==> src/rtl/fifo_wr_arbiter_if.sv <==
// Write-side bundle between the producers, the round-robin arbiter and the
// async FIFO write port. The master side is the environment (producers plus
// the FIFO full flag); the slave side is the arbiter itself.
interface fifo_wr_arbiter_if #(
  parameter int NUM_REQ   = 4,
  parameter int DATA_SIZE = 8,
  parameter int ID_W      = (NUM_REQ > 1) ? $clog2(NUM_REQ) : 1
);

  logic [NUM_REQ-1:0]           req_valid;
  logic [NUM_REQ*DATA_SIZE-1:0] req_data;
  logic [NUM_REQ-1:0]           req_ready;
  logic                         wfull;
  logic                         winc;
  logic [DATA_SIZE-1:0]         wdata;
  logic [ID_W-1:0]              grant_id;
  logic                         busy;

  // Producers and the FIFO full flag drive into the arbiter
  modport master (
    output req_valid,
    output req_data,
    output wfull,
    input  req_ready,
    input  winc,
    input  wdata,
    input  grant_id,
    input  busy
  );

  // The arbiter consumes requests and drives the FIFO write port
  modport slave (
    input  req_valid,
    input  req_data,
    input  wfull,
    output req_ready,
    output winc,
    output wdata,
    output grant_id,
    output busy
  );

endinterface

==> src/rtl/fifo_wr_arbiter.sv <==
// Round-robin write-port arbiter for the async FIFO write side.
// One producer owns the FIFO write port for a burst of up to MAX_BURST
// transfers; transfers are gated combinationally by wfull so the FIFO can
// never be overrun. A single IDLE cycle separates consecutive bursts, and the
// round-robin pointer advances past the previous owner on every release.
module fifo_wr_arbiter #(
  parameter int NUM_REQ   = 4,
  parameter int DATA_SIZE = 8,
  parameter int MAX_BURST = 4
) (
  input  logic              wclk_i,
  input  logic              wrst_n_i,
  fifo_wr_arbiter_if.slave  bus
);

  localparam int ID_W = (NUM_REQ > 1) ? $clog2(NUM_REQ) : 1;

  // cnt is 8 bits wide, so the last beat of a 256-long burst is 255
  localparam logic [7:0]      LAST_CNT = 8'(MAX_BURST - 1);
  localparam logic [ID_W-1:0] LAST_ID  = ID_W'(NUM_REQ - 1);

  typedef enum logic {
    IDLE  = 1'b0,
    BURST = 1'b1
  } state_e;

  state_e            state_q, state_d;
  logic [ID_W-1:0]   owner_q, owner_d;
  logic [ID_W-1:0]   rr_ptr_q, rr_ptr_d;
  logic [7:0]        cnt_q, cnt_d;

  logic              sel_found;
  logic [ID_W-1:0]   sel_idx;
  logic              owner_valid;
  logic              xfer;
  logic              release_burst;

  logic [NUM_REQ-1:0]   ready_c;
  logic                 winc_c;
  logic                 busy_c;
  logic [DATA_SIZE-1:0] wdata_c;

  // Round-robin pick: first valid requester scanning upward from rr_ptr,
  // wrapping modulo NUM_REQ (which need not be a power of two)
  always_comb begin
    int              scan;
    logic [ID_W-1:0] scan_id;
    sel_found = 1'b0;
    sel_idx   = '0;
    scan      = 0;
    scan_id   = '0;
    for (int k = 0; k < NUM_REQ; k++) begin
      scan = int'(rr_ptr_q) + k;
      if (scan >= NUM_REQ) begin
        scan = scan - NUM_REQ;
      end
      scan_id = ID_W'(scan);
      if (!sel_found && bus.req_valid[scan_id]) begin
        sel_found = 1'b1;
        sel_idx   = scan_id;
      end
    end
  end

  // Owner's request and data are steered straight through to the FIFO port
  always_comb begin
    owner_valid = bus.req_valid[owner_q];
    wdata_c     = bus.req_data[owner_q*DATA_SIZE +: DATA_SIZE];
  end

  // Next-state and handshake outputs; reset forces every strobe low so an
  // abandoned burst can never leak a write
  always_comb begin
    state_d       = state_q;
    owner_d       = owner_q;
    rr_ptr_d      = rr_ptr_q;
    cnt_d         = cnt_q;
    ready_c       = '0;
    winc_c        = 1'b0;
    busy_c        = 1'b0;
    xfer          = 1'b0;
    release_burst = 1'b0;

    unique case (state_q)
      IDLE: begin
        if (sel_found) begin
          owner_d = sel_idx;
          cnt_d   = 8'd0;
          state_d = BURST;
        end
      end

      BURST: begin
        busy_c           = 1'b1;
        xfer             = owner_valid & ~bus.wfull;
        winc_c           = xfer;
        ready_c[owner_q] = xfer;
        if (xfer) begin
          cnt_d = cnt_q + 8'd1;
        end
        // A full FIFO only stalls the burst; only the last beat or the
        // owner going idle hands the port back
        release_burst = (xfer && (cnt_q == LAST_CNT)) || !owner_valid;
        if (release_burst) begin
          state_d  = IDLE;
          rr_ptr_d = (owner_q == LAST_ID) ? '0 : owner_q + ID_W'(1);
          cnt_d    = 8'd0;
        end
      end

      default: begin
        state_d = IDLE;
      end
    endcase

    if (!wrst_n_i) begin
      ready_c = '0;
      winc_c  = 1'b0;
      busy_c  = 1'b0;
    end
  end

  // State register with synchronous active-low reset
  always_ff @(posedge wclk_i) begin
    if (!wrst_n_i) begin
      state_q  <= IDLE;
      owner_q  <= '0;
      rr_ptr_q <= '0;
      cnt_q    <= 8'd0;
    end else begin
      state_q  <= state_d;
      owner_q  <= owner_d;
      rr_ptr_q <= rr_ptr_d;
      cnt_q    <= cnt_d;
    end
  end

  assign bus.req_ready = ready_c;
  assign bus.winc      = winc_c;
  assign bus.busy      = busy_c;
  assign bus.wdata     = wdata_c;
  assign bus.grant_id  = owner_q;

  // Protocol invariants of the write port
  a_ready_onehot0 : assert property (@(posedge wclk_i) $onehot0(bus.req_ready));
  a_winc_busy     : assert property (@(posedge wclk_i) bus.winc |-> bus.busy);
  a_no_overrun    : assert property (@(posedge wclk_i) bus.wfull |-> !bus.winc);

endmodule

==> src/flat_wrapper.sv <==
// flat-port wrapper written by rule: the top's interface ports become plain ports
module fifo_wr_arbiter_flat 
#(
  parameter int NUM_REQ   = 4,
  parameter int DATA_SIZE = 8,
  parameter int MAX_BURST = 4
)
  (wclk_i, wrst_n_i, bus_req_valid, bus_req_data, bus_wfull, bus_req_ready, bus_winc, bus_wdata, bus_grant_id, bus_busy);
  fifo_wr_arbiter_if #(.NUM_REQ(NUM_REQ), .DATA_SIZE(DATA_SIZE), .ID_W((2))) bus_i ();
  input  logic wclk_i;
  input  logic wrst_n_i;
  input wire logic [$bits(bus_i.req_valid)-1:0] bus_req_valid;
  input wire logic [$bits(bus_i.req_data)-1:0] bus_req_data;
  input wire logic [$bits(bus_i.wfull)-1:0] bus_wfull;
  output wire logic [$bits(bus_i.req_ready)-1:0] bus_req_ready;
  output wire logic [$bits(bus_i.winc)-1:0] bus_winc;
  output wire logic [$bits(bus_i.wdata)-1:0] bus_wdata;
  output wire logic [$bits(bus_i.grant_id)-1:0] bus_grant_id;
  output wire logic [$bits(bus_i.busy)-1:0] bus_busy;
  assign bus_i.req_valid = bus_req_valid;
  assign bus_i.req_data = bus_req_data;
  assign bus_i.wfull = bus_wfull;
  assign bus_req_ready = bus_i.req_ready;
  assign bus_winc = bus_i.winc;
  assign bus_wdata = bus_i.wdata;
  assign bus_grant_id = bus_i.grant_id;
  assign bus_busy = bus_i.busy;
  fifo_wr_arbiter #(.NUM_REQ(NUM_REQ), .DATA_SIZE(DATA_SIZE), .MAX_BURST(MAX_BURST)) u_core (.wclk_i(wclk_i), .wrst_n_i(wrst_n_i), .bus(bus_i));
endmodule
==> config.mk <==
export PLATFORM = sky130hd
export DESIGN_NAME = fifo_wr_arbiter_flat
export DESIGN_NICKNAME = d
export VERILOG_FILES = /design/src/rtl/fifo_wr_arbiter_if.sv /design/src/rtl/fifo_wr_arbiter.sv /design/src/flat_wrapper.sv
export SDC_FILE = /design/constraint.sdc
export NUM_CORES = 1
export LEC_CHECK = 0
export ABC_AREA = 1
export BUFFER_PORTS_ARGS = -buffer_cell sky130_fd_sc_hd__buf_2
export CORE_UTILIZATION = 29
export DETAILED_ROUTE_END_ITERATION = 6
export GPL_ROUTABILITY_DRIVEN = 1
export SLEW_MARGIN = 20
export SYNTH_ARGS = -nofsm -noshare
export SYNTH_HDL_FRONTEND = slang
export SYNTH_SLANG_ARGS = --single-unit
==> constraint.sdc <==
create_clock -name wclk_i -period 1.5 [get_ports wclk_i]
set_input_delay 0.15 -clock wclk_i [delete_from_list [all_inputs] [get_ports wclk_i]]
set_output_delay 0.15 -clock wclk_i [all_outputs]
set_load 0.02 [all_outputs]
==> reports/qor.log, run 1 <==
INFO  cells_and_area layout.filler_cells=444
INFO  global_route   track_usage=0.1605
INFO  cells_and_area multiInputGateArea=1147µm²
INFO  logic_synthesis synth_enable_flop_cells=0
INFO  floorplan      initial_utilization=0.3034
INFO  route          route.detailed.wl_per_inst=12.03µm
INFO  clock_network  worst_setup_hold_path_clk_slew=60ps
INFO  global_route   globalRouteOverflowTotal=0
INFO  timing         layout_min_cycle_time=1502ps
INFO  logic_synthesis yosysTopAreaCell=dfxtp_1
INFO  timing         setup_ws=-1.869ps
INFO  min_path       hold_path_class=in -> reg
INFO  floorplan      floorplan.io_pins=55
INFO  critical_path  criticalPathCategory=reg -> reg
INFO  run_status     failed_checks=setup timing
INFO  power          power_density=1795nW/µm²
INFO  logic_synthesis synth_fp_nets=268
INFO  clock_network  cts.sinks=13
INFO  global_route   grt_pass1_wl=6451µm
INFO  cells_and_area layout-area-overhead-vs-synth=62.31%
INFO  floorplan      fp.coreArea=4354µm²
INFO  clock_network  clock_tree_from_tritoncts=yes
INFO  run_status     status=finished, violations left
INFO  floorplan      die_width=69.50µm
INFO  logic_synthesis post_syn_area_per_cell=5.899µm²
INFO  cells_and_area register_cell_area_after_layout=270.3µm²
INFO  global_route   vias_in_the_first_global_route=1517
INFO  timing         timing.slew.headroom=0.7864
INFO  timing         worst_slew_pin_slew=318.4ps
INFO  global_route   number_of_antenna_violations_at_the_first_check_in_global_routing=0
INFO  clock_network  htree_levels=1
INFO  place          place.gp.congestion=0.8438
INFO  logic_synthesis syn-cell-area=1321µm²
INFO  critical_path  cp_data_required_time=1640ps
INFO  run            max_cap_viol_count=0
INFO  critical_path  timing.critical_path.from_type=register
INFO  route          detail_route.first_pass.iterations=4
INFO  route          drtAntennaViolNets=0
INFO  timing         post_route_fraction_of_the_period_consumed_by_the_critical_path=1.001
INFO  power          finalPower=0.003849W
INFO  clock_network  cts-buffers-inserted=3
INFO  timing         max_freq=0.6658GHz
INFO  logic_synthesis synth_cell_types=27
INFO  route          finalWirelength=4221µm
INFO  timing         finalMaxSlewViolations=0
INFO  logic_synthesis synth-seq-cells=13
INFO  cells_and_area final_layout_size_suffix_gt1_frac=0.5050
INFO  power          peak_ir_drop_on_the_vdd_network=0.0006160V
INFO  timing         setup_viol=1
INFO  timing         report.final.hold_viol_count=0
INFO  critical_path  critPathArrivalTime=1640ps
INFO  clock_network  root_buffer=clkbuf_8
INFO  floorplan      floorplan.rows=24
INFO  timing         rsz0062_at_grt=true
INFO  power          p_leak=1.022nW
INFO  logic_synthesis synth_ff_type=dfxtp_1
INFO  logic_synthesis synth_sequential_area_ratio=0.1970
INFO  place          buffer_ports.inserted=54
INFO  place          placedInstanceArea=1799µm²
INFO  route          initialDrtViolationCount=71
INFO  timing         whs=166.7ps
INFO  logic_synthesis syn_inst=224
INFO  cells_and_area insertedDiodeCount=0
INFO  critical_path  path_max_fanout=4
INFO  route          vias_per_cell=4.866
INFO  place          dp.final_hpwl=2961µm
INFO  logic_synthesis synth.yosys.warnings=0
INFO  clock_network  clockBufferDepth=2
INFO  logic_synthesis top_post_synthesis_cells_by_count=nand2_1, nor2_1, nand3_1
INFO  timing         clock_skew=4.646ps
INFO  global_route   maximum_number_of_pins_on_one_net_before_global_route_repair=21
INFO  critical_path  worst_setup_path_end_kind=register
INFO  logic_synthesis most_area_consuming_cells_after_synthesis=dfxtp_1, nand2_1, nor2_1, nand3_1, o21ai_0
INFO  floorplan      die_y=69.50µm
INFO  logic_synthesis synth_top_area_share=0.1970
INFO  cells_and_area final_area=2145µm²
INFO  route          drc=0
INFO  cells_and_area finish.net_count=344
INFO  clock_network  clock_latency=250ps
INFO  logic_synthesis async_reset_ff_frac=0
INFO  floorplan      die_area=4830µm²
INFO  route          vias=1708
INFO  logic_synthesis yosys.cell_count.top_type=nand2_1
-- path summary, 6_finish.rpt --
check,from,endpoint,slack [ps],cells past startpoint
worst max-delay path,u_core.cnt_q[1],u_core.cnt_q[1],-2,10
worst min-delay path,wrst_n_i,u_core.bus.grant_id[1],170,3
worst max register to register,u_core.cnt_q[1],u_core.cnt_q[1],-2,10
worst min register to register,u_core.cnt_q[5],u_core.cnt_q[5],500,2
-- routing by layer --
metal / vias up / global-route usage / part of all wire
li1: 881 / - / -
met1: 795 / 0.2002 / 0.45
met2: 27 / 0.2805 / 0.52
met3: 5 / 0.01890 / 0.020
met4: 0 / 0.06122 / 0.011
met5: - / 0 / 0
-- cell families (layout without fill, tap and decap cells) --
kind of cell	Yosys count	after routing	synth area share
xor gates and xnor gates	4	4	0.02651
AOI/OAI and AO/OA	43	43	0.1809
and+or+nand+nor	125	125	0.4384
buffers and inverters	34	109	0.1098
adders and majority gates	5	5	0.04735
DFF	13	13	0.1970
-- layout by cell type (no fill, tap or decap), drive strengths merged --
cell type / count
buf: 80
nand2: 56
nor2: 35
inv: 24
nand3: 22
o21ai: 21
a21oi: 13
dfxtp: 13
o22ai: 8
nor3: 7
ha: 5
xor2: 4
clkbuf: 3
nand4: 2
nand3b: 2
clkinv: 2
or2: 1
o211ai: 1
-- layout make-up --
class                      instances  area share
multi-input combinational        177      0.5350
sequential                        13      0.1260
tap                               52     0.03034
timing repair buffer              80      0.2410
clock inverter                     1    0.002334
clock buffer                       3     0.01925
inverter                          25     0.04609
-- flip-flops by register name (all words and copies together), names as in the netlist --
signal,cells
u_core.bus.grant_id,2
u_core.state_q,1
u_core.rr_ptr_q,2
u_core.cnt_q,8
-- where the power goes --
group	internal [W]	switching, W
combinational	0.00127	0.00171
clock	0.000184	0.000143
sequential	0.000433	0.000108
-- metrics by stage --
stage / instances / setup WS, ps / TNS (ps) / utilization
2_1_floorplan: 224 / -11.36 / -21.43 / -
3_3_place_gp: 340 / -80.80 / -588.8 / 0.4132
3_5_place_dp: 340 / -132.3 / -938.8 / 0.4132
4_1_cts: 347 / -2.945 / -2.945 / 0.4356
5_1_grt: 351 / -73.06 / -779.3 / 0.4925
6_report: 351 / -1.869 / -1.869 / 0.4925
-- critical path: stages (launching register included) --
cell and delay [ps]:
dfxtp_1 400, ha_4 170, nand4_1 90, nor2_1 180, nor2_4 70, buf_4 130, buf_4 120, nand3_1 60
nand2_1 50, nand2_1 60, nor2_1 40
-- what timing repair did --
action	4_1_cts	5_1_grt
setup buffers	3	4
hold buffers	0	0
endpoints found under the setup margin	15	25
pin swaps	1	23
gates resized for setup	8	63
(Power assumes the default switching activity.)
==> run 2: changes to the inputs <==
--- a/config.mk
+++ b/config.mk
@@ -7,9 +7,10 @@
 export LEC_CHECK = 0
 export ABC_AREA = 1
 export BUFFER_PORTS_ARGS = -buffer_cell sky130_fd_sc_hd__buf_2
-export CORE_UTILIZATION = 29
+export CORE_UTILIZATION = 34
 export DETAILED_ROUTE_END_ITERATION = 6
 export GPL_ROUTABILITY_DRIVEN = 1
+export PLACE_DENSITY_LB_ADDON = 0.08
 export SLEW_MARGIN = 20
 export SYNTH_ARGS = -nofsm -noshare
 export SYNTH_HDL_FRONTEND = slang
==> reports/qor.log, run 2 (synthesis gave the netlist of run 1 again) <==
INFO  run_status     status=finished, violations left
INFO  run_status     failed_checks=setup timing
INFO  critical_path  timing.critical_path.from_type=register
INFO  timing         clock_skew=1.418ps
INFO  timing         max_freq=0.6561GHz
INFO  critical_path  critPathSlowestCell=dfxtp_4
INFO  place          setup_ws_pre_cts=-60.07ps
INFO  cells_and_area mostFrequentLayoutCells=buf_2, nand2_1, nor2_1
INFO  cells_and_area final_core_utilization=0.5923
INFO  critical_path  path_max_fanout=5
INFO  floorplan      die_y=64.34µm
INFO  global_route   grt_pass1_wl=6568µm
INFO  clock_network  cts.sinks=13
INFO  power          peak_ir_drop_on_the_vdd_network=0.001044V
INFO  clock_network  clockBufferDepth=2
INFO  clock_network  root_buffer=clkbuf_8
INFO  cells_and_area final_area=2185µm²
INFO  timing         setup_ws=-24.07ps
INFO  run            max_cap_viol_count=0
INFO  route          detail_route.first_pass.iterations=4
INFO  place          buffer_ports.inserted=54
INFO  clock_network  cts-buffers-inserted=3
INFO  timing         worst_slew_pin_slew=411.7ps
INFO  critical_path  cp_data_required_time=1350ps
INFO  timing         setup_viol=5
INFO  cells_and_area largest_reg_flops=8
INFO  critical_path  critPathArrivalTime=1370ps
INFO  min_path       hold_path_class=in -> reg
INFO  global_route   number_of_antenna_violations_at_the_first_check_in_global_routing=0
INFO  global_route   maximum_number_of_pins_on_one_net_before_global_route_repair=21
INFO  global_route   globalRouteOverflowTotal=0
INFO  place          place.gp.congestion=0.7926
INFO  route          vias_per_cell=4.900
INFO  critical_path  criticalPathCategory=reg -> out
INFO  cells_and_area commonest_non_fill_non_tap_cell_in_the_layout=buf_2
INFO  critical_path  r2r_setup_slack=0ps
INFO  route          finalWirelength=4276µm
INFO  cells_and_area finish.net_count=346
INFO  cells_and_area insertedDiodeCount=0
INFO  timing         rsz0062_at_grt=true
INFO  floorplan      die_width=64.34µm
INFO  place          placedInstanceArea=1849µm²
INFO  critical_path  critical-path-max-stage-delay=370ps
INFO  floorplan      floorplan.rows=22
INFO  timing         report.final.hold_viol_count=0
INFO  route          route.detailed.wl_per_inst=12.25µm
INFO  clock_network  clock_tree_from_tritoncts=yes
INFO  clock_network  worst_setup_hold_path_clk_slew=60ps
INFO  critical_path  worst_setup_path_end_kind=output pin
INFO  critical_path  rr_startpoint=u_core.rr_ptr_q[0]
INFO  min_path       worst_hold_path.endpoint=u_core.bus.grant_id[0]
INFO  cells_and_area layout.filler_cells=371
INFO  power          p_leak=1.020nW
INFO  timing         final.setup.tns=-55.10ps
INFO  cells_and_area final_layout_size_suffix_gt1_frac=0.5116
INFO  floorplan      floorplan.io_pins=55
INFO  route          drtAntennaViolNets=0
INFO  route          initialDrtViolationCount=52
INFO  min_path       min-delay-start=wrst_n_i
INFO  clock_network  clock_latency=240ps
INFO  clock_network  htree_levels=1
INFO  floorplan      initial_utilization=0.3582
INFO  place          dp.final_hpwl=3036µm
INFO  global_route   vias_in_the_first_global_route=1480
INFO  floorplan      die_area=4140µm²
INFO  floorplan      fp.coreArea=3689µm²
INFO  timing         layout_min_cycle_time=1524ps
INFO  critical_path  critical_path.cell_chain=inv_4, nand2_2, nand3_2, nand2_4, nor2_4, nand2_4, nor2_4, buf_6
INFO  timing         post_route_fraction_of_the_period_consumed_by_the_critical_path=1.016
INFO  timing         finalMaxSlewViolations=0
INFO  global_route   track_usage=0.1985
INFO  route          drc=0
INFO  cells_and_area largest_register=u_core.cnt_q
INFO  power          power_density=1772nW/µm²
INFO  min_path       min_path_cells=3
INFO  timing         timing.slew.headroom=0.7252
INFO  route          vias=1710
INFO  critical_path  r2r.worst_path.cells=11
INFO  cells_and_area layout-area-overhead-vs-synth=65.34%
INFO  critical_path  timing.rr.end=u_core.cnt_q[4]
run 2: where the power goes:
part / switching, W / internal [W]
Sequential: 0.000104 / 0.000438
Combinational: 0.00174 / 0.00128
Clock: 0.000128 / 0.000188
run 2: worst max-delay path by stage:
stage | to | start | cells after the start | slack, ps
floorplan | u_core.rr_ptr_q[1] | u_core.bus.grant_id[0] | 7 | -10
global placement | u_core.cnt_q[7] | u_core.rr_ptr_q[0] | 10 | -40
detailed placement | u_core.cnt_q[7] | u_core.rr_ptr_q[0] | 10 | -60
CTS | bus_req_ready[1] | u_core.bus.grant_id[0] | 8 | -4
global route | bus_req_ready[3] | u_core.bus.grant_id[0] | 7 | -90
finish | bus_req_ready[3] | u_core.bus.grant_id[0] | 8 | -20
run 2: worst max-delay path: cells and delay by family, from the launching register on:
family        cells  cell delay [ps]
buf+inv           2              190
flops             1              370
simple gates      6              560
run 2: layout make-up:
cell class	count	area (µm²)	share of cell area
clock buffer	4	45.04	0.02062
multi-input combinational	178	1160	0.5309
inverter	25	96.34	0.04410
sequential	13	275.3	0.1260
tap	48	60.06	0.02749
timing repair buffer	81	548.0	0.2509
run 2: timing repair:
action                                  in CTS  in global routing
pin swaps                                    2                 23
resized for setup                           17                 59
endpoints found under the setup margin      15                 26
hold buffers                                 0                  0
buffers inserted                             1                  3
cloned                                       1                  0
run 2: per-layer routing:
layer	vias to the layer above	share of wire	routed length, µm	track usage
li1	895	-	-	-
met4	0	0.0047	20	0.02500
met1	774	0.47	2004	0.2719
met2	39	0.49	2095	0.3276
met3	2	0.036	156	0.03750
met5	-	0	0	0
run 2: stage by stage:
step,cells,hold WS [ps],power (W)
3_3_place_gp,340,435.7,0.003010
5_1_grt,349,191.5,0.004179
6_report,349,179.5,0.003872
4_1_cts,346,179.1,0.003466
2_1_floorplan,224,268.4,0.002130
3_5_place_dp,340,434.1,0.002989
==> run 3: changes to the inputs <==
--- a/config.mk
+++ b/config.mk
@@ -8,9 +8,10 @@
 export ABC_AREA = 1
 export BUFFER_PORTS_ARGS = -buffer_cell sky130_fd_sc_hd__buf_2
 export CORE_UTILIZATION = 34
+export CTS_CLUSTER_DIAMETER = 50
 export DETAILED_ROUTE_END_ITERATION = 6
 export GPL_ROUTABILITY_DRIVEN = 1
-export PLACE_DENSITY_LB_ADDON = 0.08
+export PLACE_DENSITY = 0.71
 export SLEW_MARGIN = 20
 export SYNTH_ARGS = -nofsm -noshare
 export SYNTH_HDL_FRONTEND = slang
==> constraint.sdc (replaced) <==
create_clock -name wclk_i -period 1.45 [get_ports wclk_i]
set_input_delay 0.145 -clock wclk_i [delete_from_list [all_inputs] [get_ports wclk_i]]
set_output_delay 0.145 -clock wclk_i [all_outputs]
set_load 0.02 [all_outputs]
==> reports/qor.log, run 3 (synthesis gave the netlist of run 1 again) <==
INFO  route          initialDrtViolationCount=87
INFO  global_route   vias_in_the_first_global_route=1628
INFO  place          dp.final_hpwl=2858µm
INFO  timing         layout_min_cycle_time=1501ps
INFO  global_route   grt_pass1_wl=6913µm
INFO  route          vias_per_cell=5.162
INFO  clock_network  clock_latency=240ps
INFO  route          drc=0
INFO  timing         finalMaxSlewViolations=0
INFO  timing         setup_ws=-50.97ps
INFO  floorplan      floorplan.io_pins=55
INFO  cells_and_area post_layout_nonfiller_instances=346
INFO  floorplan      initial_utilization=0.3582
INFO  run_status     status=finished, violations left
INFO  critical_path  criticalPathCategory=reg -> reg
INFO  critical_path  r2r.worst_path.cells=10
INFO  critical_path  critical_path.endpoint=u_core.cnt_q[4]
INFO  place          setup_ws_pre_cts=-155.6ps
INFO  global_route   number_of_antenna_violations_at_the_first_check_in_global_routing=0
INFO  critical_path  worstSetupStartpoint=u_core.bus.grant_id[0]
INFO  timing         timing.slew.headroom=0.6242
INFO  place          place.gp.congestion=0.9486
INFO  min_path       hold_path_class=in -> reg
INFO  cells_and_area finish.net_count=343
INFO  floorplan      die_area=4140µm²
INFO  power          p_leak=1.020nW
INFO  run            max_cap_viol_count=0
INFO  route          vias=1786
INFO  clock_network  htree_levels=1
INFO  timing         setup_viol=11
INFO  route          finalWirelength=4602µm
INFO  global_route   track_usage=0.2035
INFO  timing         clock_skew=7.230ps
INFO  clock_network  cts_hold_repair.buffers=0
INFO  run_status     failed_checks=setup timing
INFO  timing         whs=180.8ps
INFO  cells_and_area layout-area-overhead-vs-synth=67.14%
INFO  critical_path  rr_startpoint=u_core.bus.grant_id[0]
INFO  timing         report.final.hold_viol_count=0
INFO  critical_path  timing.rr.end=u_core.cnt_q[4]
INFO  power          finalPower=0.004061W
INFO  clock_network  cts.sinks=13
INFO  global_route   globalRouteOverflowTotal=0
INFO  timing         post_route_fraction_of_the_period_consumed_by_the_critical_path=1.035
INFO  cells_and_area insertedDiodeCount=0
INFO  critical_path  path_max_fanout=7
INFO  cells_and_area mostFrequentLayoutCells=buf_2, nand2_1, nor2_1
INFO  place          buffer_ports.inserted=54
INFO  critical_path  critPathArrivalTime=1670ps
INFO  critical_path  cp_data_required_time=1620ps
INFO  floorplan      fp.coreArea=3689µm²
INFO  global_route   maximum_number_of_pins_on_one_net_before_global_route_repair=21
INFO  critical_path  timing.critical_path.from_type=register
INFO  timing         max_freq=0.6662GHz
INFO  timing         worst_slew_pin_slew=563.1ps
INFO  cells_and_area commonest_non_fill_non_tap_cell_in_the_layout=buf_2
INFO  floorplan      floorplan.rows=22
INFO  power          power_density=1839nW/µm²
INFO  cells_and_area largest_register=u_core.cnt_q
INFO  clock_network  root_buffer=clkbuf_8
INFO  route          route.detailed.wl_per_inst=13.30µm
INFO  route          drtAntennaViolNets=0
INFO  clock_network  clock_tree_from_tritoncts=yes
INFO  timing         final.setup.tns=-220.9ps
INFO  cells_and_area largest_reg_flops=8
INFO  route          detail_route.first_pass.iterations=4
INFO  cells_and_area final_layout_size_suffix_gt1_frac=0.5168
INFO  critical_path  r2r_setup_slack=-50ps
INFO  clock_network  clockBufferDepth=2
INFO  clock_network  cts-buffers-inserted=3
INFO  clock_network  worst_setup_hold_path_clk_slew=60ps
INFO  floorplan      die_y=64.34µm
INFO  critical_path  worst_setup_path_end_kind=register
INFO  place          placedCellCount=335
INFO  power          peak_ir_drop_on_the_vdd_network=0.0008627V
INFO  floorplan      die_width=64.34µm
INFO  timing         rsz0062_at_grt=true
-- run 3: routing by layer --
layer	wire [µm]	track usage
met5	0	0
met3	302	0.02679
met2	2279	0.3539
met4	123	0.07778
met1	1897	0.2513
-- run 3: cell type report --
| cell class | instances | area [µm²] |
|---|---|---|
| Tap cell | 48 | 60.06 |
| Sequential cell | 13 | 277.8 |
| Fill cell | 337 | 1480 |
| Multi-Input combinational cell | 179 | 1215 |
| Timing Repair Buffer | 77 | 509.2 |
| Clock buffer | 4 | 45.04 |
| Inverter | 25 | 101.3 |
-- run 3: how the worst min path moves through the flow --
stage          startpoint                      to  slack, ps  cells after the start
2_1_floorplan    wrst_n_i  u_core.bus.grant_id[0]        260                      2
3_3_place_gp     wrst_n_i  u_core.bus.grant_id[0]        420                      3
3_5_place_dp     wrst_n_i  u_core.bus.grant_id[0]        430                      3
4_1_cts          wrst_n_i  u_core.bus.grant_id[0]        180                      3
5_1_grt          wrst_n_i  u_core.bus.grant_id[0]        200                      3
6_report         wrst_n_i  u_core.bus.grant_id[0]        180                      3
-- run 3: report_power, final --
part / internal, W / leakage (nW) / switching [W]
Clock: 0.000194 / 0.0228 / 0.000129
Sequential: 0.000461 / 0.110 / 0.000111
Combinational: 0.00128 / 0.888 / 0.00189
-- run 3: worst max-delay path, cell delays in order, from the launching register on --
cell	delay, ps
dfxtp_4	360
inv_4	70
nand2_1	60
nand3_2	80
nand2_4	70
buf_4	150
nor2_4	150
inv_4	90
nor3_2	200
nand2_2	100
a21oi_2	110
-- run 3: repair_timing --
action | CTS | global route
endpoints found under the setup margin | 16 | 25
cloned | 1 | 1
setup buffers | 5 | 0
pin swaps | 13 | 18
gates resized for setup | 33 | 54
-- run 3: through the flow --
step,util,cell area (µm²)
after detailed placement,0.4912,1812
after global routing,0.5987,2208
after global placement,0.4912,1812
after floorplan,-,1393
final,0.5987,2208
after CTS,0.5404,1993
